==> config.mk <==
export PLATFORM = sky130hd
export DESIGN_NAME = matrix_reader
export DESIGN_NICKNAME = d
export VERILOG_FILES = /design/src/rtl/matrix_reader.sv
export SDC_FILE = /design/constraint.sdc
export NUM_CORES = 1
export LEC_CHECK = 0
export ABC_CLOCK_PERIOD_IN_PS = 4000
export CAP_MARGIN = 40
export CORE_AREA = 8 8 76 78
export CTS_CLUSTER_SIZE = 8
export DETAILED_ROUTE_END_ITERATION = 10
export DIE_AREA = 0 0 84 86
export GPL_ROUTABILITY_DRIVEN = 0
export PLACE_DENSITY = 0.85
export SETUP_SLACK_MARGIN = 0.5
export SYNTH_ARGS = -nofsm -noshare
export SYNTH_HDL_FRONTEND = slang
export SYNTH_SLANG_ARGS = --single-unit
==> constraint.sdc <==
create_clock -name clk -period 4 [get_ports clk]
set_clock_uncertainty 0.05 [all_clocks]
set_input_delay 0.6 -clock clk [delete_from_list [all_inputs] [get_ports clk]]
set_output_delay 0.6 -clock clk [all_outputs]
set_load 0.005 [all_outputs]
==> src/rtl/matrix_reader.sv <==
// matrix_reader: read-side sequencer for the CPSD coefficient memory.
// Walks all (L+1)x(L+1) coefficients in row- or column-major order,
// drives the memory address and streams each word on a valid/ready port
// tagged with its row/column and end-of-sweep flags.
//
// state | meaning
// ------+---------------------------------------------------------------
// IDLE  | waiting for start; address bus parked at 0
// FETCH | addressing the current element, loading it into the output slot
// DRAIN | final element loaded, waiting for its handshake
// FIN   | one-cycle done pulse, then back to IDLE
module matrix_reader #(
    parameter int DATA_WIDTH = 16,
    parameter int L          = 6,
    localparam int IW        = ((L + 1) > 1) ? $clog2(L + 1) : 1
) (
    input  logic                  clk,
    input  logic                  rst,
    input  logic                  en,
    input  logic                  start,
    input  logic                  col_major,
    output logic                  busy,
    output logic                  done,
    output logic [DATA_WIDTH-1:0] mem_a,
    output logic                  mem_we,
    input  logic [DATA_WIDTH-1:0] mem_rd,
    output logic [DATA_WIDTH-1:0] m_data,
    output logic                  m_valid,
    input  logic                  m_ready,
    output logic [IW-1:0]         m_row,
    output logic [IW-1:0]         m_col,
    output logic                  m_last_col,
    output logic                  m_last
);

    localparam int                    N     = L + 1;
    localparam logic [IW-1:0]         L_IDX = IW'(L);
    localparam logic [DATA_WIDTH-1:0] N_W   = DATA_WIDTH'(N);

    typedef enum logic [1:0] {
        IDLE  = 2'd0,
        FETCH = 2'd1,
        DRAIN = 2'd2,
        FIN   = 2'd3
    } state_t;

    state_t        state;
    state_t        state_nx;
    logic          mode;
    logic [IW-1:0] i_cnt;
    logic [IW-1:0] j_cnt;
    logic [IW-1:0] row_idx;
    logic [IW-1:0] col_idx;
    logic          j_wrap;
    logic          is_final;
    logic          start_acc;
    logic          load;
    logic          accept;

    // Map outer/inner counters onto matrix coordinates for the latched order.
    always_comb begin
        row_idx  = mode ? j_cnt : i_cnt;
        col_idx  = mode ? i_cnt : j_cnt;
        j_wrap   = (j_cnt == L_IDX);
        is_final = (i_cnt == L_IDX) && j_wrap;
    end

    // Next-state and per-cycle control strobes.
    always_comb begin
        state_nx  = state;
        start_acc = 1'b0;
        load      = 1'b0;
        accept    = 1'b0;
        case (state)
            IDLE: begin
                if (start) begin
                    start_acc = 1'b1;
                    state_nx  = FETCH;
                end
            end
            FETCH: begin
                // The slot is free when empty or being emptied this cycle.
                if (!m_valid || m_ready) begin
                    load = 1'b1;
                    if (is_final) begin
                        state_nx = DRAIN;
                    end
                end
            end
            DRAIN: begin
                if (m_valid && m_ready) begin
                    accept   = 1'b1;
                    state_nx = FIN;
                end
            end
            FIN: begin
                state_nx = IDLE;
            end
            default: begin
                state_nx = IDLE;
            end
        endcase
    end

    // Status and memory address, all derived from registered state.
    always_comb begin
        busy   = (state != IDLE);
        done   = (state == FIN);
        mem_we = 1'b0;
        mem_a  = '0;
        if (state == FETCH) begin
            mem_a = DATA_WIDTH'(row_idx) * N_W + DATA_WIDTH'(col_idx);
        end
    end

    // State register; en low freezes it, which also stretches a done pulse.
    always_ff @(posedge clk) begin
        if (rst) begin
            state <= IDLE;
        end else if (en) begin
            state <= state_nx;
        end
    end

    // Sweep counters, order latch and the registered output slot.
    always_ff @(posedge clk) begin
        if (rst) begin
            mode       <= 1'b0;
            i_cnt      <= '0;
            j_cnt      <= '0;
            m_valid    <= 1'b0;
            m_data     <= '0;
            m_row      <= '0;
            m_col      <= '0;
            m_last_col <= 1'b0;
            m_last     <= 1'b0;
        end else if (en) begin
            if (start_acc) begin
                mode  <= col_major;
                i_cnt <= '0;
                j_cnt <= '0;
            end
            if (load) begin
                m_data     <= mem_rd;
                m_row      <= row_idx;
                m_col      <= col_idx;
                m_last_col <= j_wrap;
                m_last     <= is_final;
                m_valid    <= 1'b1;
                // Counters park on the final element rather than wrapping past L.
                if (!is_final) begin
                    if (j_wrap) begin
                        j_cnt <= '0;
                        i_cnt <= i_cnt + IW'(1);
                    end else begin
                        j_cnt <= j_cnt + IW'(1);
                    end
                end
            end
            if (accept) begin
                m_valid <= 1'b0;
            end
        end
    end

endmodule

==> results.tsv <==
stage	metric	value	unit
floorplanning	core_area	4600	um^2
timing	max_freq	0.257	GHz
cts	numClockSinks	34	
route	ant_nets	0	
cts	clock-root-buffer	clkbuf_8	
job	cap_violations	0	
route	vias	1778	
power	p_leak	1.17	nW
final_layout	final_cell_area	2810	um^2
global_route	grt_pass1_vias	1781	
power	p_per_area	320	nW/um^2
synthesis	synth_ff_type	dfxtp_1	
synthesis	yosys.area_share.adder	14.4	%
synthesis	synthXorXnorAreaFrac	0.430	%
timing	post-route-period-util	97.3	%
synthesis	synth_compound_area_share	14.0	%
synthesis	ys_async_sr_fraction	0	%
timing	final-hold-violation-count	0	
placement	post-place-ws	-107	ps
cts	cts_tree	built	
worst_setup_path	crit_fanout	5	
synthesis	yosysUniqueCellTypes	43	
floorplanning	die_x	84	um
timing	fin_ws	109	ps
global_route	antenna_found_initial	0	
worst_setup_path	cp-end-kind	output pin	
synthesis	synth_top_area_share	33.4	%
route	drt_iter0_markers	84	
floorplanning	die_area	7220	um^2
synthesis	yosysTopAreaCell	dfxtp_1	
floorplanning	rows	25	
floorplanning	ios	66	
synthesis	synth-edff-count	0	
global_route	grt_usage	13.4	%
final_layout	nFillCells	409	
route	drc_errors	0	
global_route	gr-total-overflow	0	
timing	max_slew.worst_pin.slew	637	ps
synthesis	synth_top_family_by_area	simple AND/OR/NAND/NOR gates	
route	viasPerCell	4.93	
worst_hold_path	hold_class	flop to flop	
cts	cts_buffers	5	
placement	placed_cell_area	2620	um^2
synthesis	synth_area_leaders	dfxtp_1 (33%), ha_1 (10%), nand2_1 (8.5%), a21oi_1 (5.9%), fa_1 (3.9%)	
synthesis	ys_ff_latch	34	
final_layout	area_growth	37.8	%
cts	clk_latency	290	ps
worst_setup_path	start_kind	flop	
global_route	grt_max_degree	30	
placement	dp_hpwl	3680	um
worst_setup_path	critical_path_class	flop to output pin	
timing	post-route-min-period	3890	ps
synthesis	synth_cells	241	
power	peakVddDrop	0.203	mV
final_layout	finalNetCount	349	
final_layout	drive_above_1_share	15.6	%
placement	port_buffers	55	
final_layout	antennaDiodeCount	0	
synthesis	ys.warnings.count	0	
synthesis	synthMuxAreaShare	4.67	%
synthesis	syn_avg_cell_area	8.45	um^2
cts	clockBufferDepth	2	
worst_setup_path	worstPathRequired	3350	ps
synthesis	synth_seq_area_share	33.4	%
timing	rsz0062_at_grt	yes	
timing	setup_viol	0	
synthesis	netlist_area	2040	um^2
timing	finalSetupTns	0	ps
cts	ctsHtreeMaxLevel	2	
route	dr.pass1.iters	4	
timing	drv_slew	0	
synthesis	synth-simple-area-share	22.1	%
route	drt_wl_total	4940	um
timing	timing.slew.headroom	57.4	%
floorplanning	die_h	86	um
floorplanning	start_util	44.3	%
run_status	outcome	finished, final reports clean	
route	wire_per_inst	13.7	um
worst_setup_path	arrival	3240	ps
global_route	grt_first_pass_wirelength	7980	um
cts	cts.clk_slew.worst_paths	80	ps
==> cell families (layout without fill, tap and decap cells) <==
| group | after synthesis | after routing |
|---|---|---|
| other | 1 | 10 |
| buffers and inverters | 40 | 97 |
| adders and majority gates | 21 | 21 |
| muxes | 9 | 9 |
| xor gates and xnor gates | 1 | 1 |
| AOI/OAI and AO/OA | 43 | 43 |
| DFF | 34 | 34 |
| and+or+nand+nor | 92 | 92 |
==> cell usage after synthesis, types with 2 or more instances <==
cell type	count
nand3_1	6
a311oi_1	2
a211oi_1	4
a21oi_1	24
nor3_1	5
o21ai_0	4
buf_4	10
nor2b_1	2
mux2_2	4
fa_1	4
buf_2	4
nand2_1	46
clkbuf_8	2
or3_1	2
dfxtp_1	34
a31oi_1	2
mux2i_1	5
and2_1	4
ha_1	17
clkbuf_1	5
nor2_1	16
inv_1	18
==> critical path, stage by stage, from the launching register on <==
cell and delay [ps]:
dfxtp_4 400, mux2i_4 250, inv_2 70, fa_1 560
inv_2 50, fa_1 460, buf_4 160, fa_2 390
nor2b_4 140, o21ai_1 80, nor3b_1 140, nor3_1 120
buf_2 140
==> power by group <==
| part | switching, mW | internal (mW) | leakage [nW] |
|---|---|---|---|
| clock | 0.133 | 0.250 | 0.0683 |
| combinational | 0.0724 | 0.0766 | 0.828 |
| sequential | 0.0114 | 0.355 | 0.276 |
| total | 0.217 | 0.681 | 1.17 |
==> final timing paths <==
path,endpoint,startpoint,cells past startpoint,slack (ps)
worst min register to register,m_data[7]$_SDFFE_PP0P_,m_data[7]$_SDFFE_PP0P_,2,400
worst max-delay path,mem_a[5],mode$_SDFFE_PP0P_,12,110
worst min-delay path,m_data[7]$_SDFFE_PP0P_,m_data[7]$_SDFFE_PP0P_,2,400
worst max register to register,j_cnt[2]$_SDFFE_PP0P_,state[1]$_SDFFE_PP0P_,6,1800
==> through the flow <==
step	total power, mW	utilization (%)	hold WS [ps]	std cells
6_report	0.899	61.0	405	361
5_1_grt	0.942	61.0	428	361
4_1_cts	0.909	60.5	407	360
3_5_place_dp	0.523	57.0	396	348
3_3_place_gp	0.519	57.0	391	348
2_1_floorplan	0.464	-	403	250
==> area by class of cell <==
type                       instances  area (um^2)  area share [%]
sequential                        34          684            24.4
tap                               54         67.6            2.41
multi-input combinational        176         1200            42.9
timing repair buffer              71          646            23.0
inverter                          18         67.6            2.41
clock inverter                     3         68.8            2.45
clock buffer                       5         68.8            2.45
==> placed cells by master, fill, tap and decap left out, types with 6 or more instances in the layout <==
cell	instances
buf_4	16
clkdlybuf4s50_1	50
ha_1	17
dfxtp_1	33
nor2_1	16
a21oi_1	23
inv_1	16
nand2_1	46
nand3_1	6
conb_1	10
==> what timing repair did <==
item                       in CTS  in global routing
pin swaps                      12                 10
resized for setup              29                  4
hold buffers                    0                  0
setup endpoints to repair       5                  5
setup buffers                   4                  1
==> state kept, by name, indices dropped and copies added, names as in the netlist <==
signal / cells
m_col: 3
m_last_col: 1
mode: 1
m_row: 3
m_last: 1
state: 2
m_data: 16
j_cnt: 3
i_cnt: 3
m_valid: 1
==> per-layer routing <==
metal	part of all wire, %	vias to the layer above	GRT usage [%]
met1	40	826	13.1
met5	0	-	0
met4	0.51	0	3.14
li1	-	909	-
met2	52	38	24.7
met3	7.8	5	6.64
(Power assumes the default switching activity.)
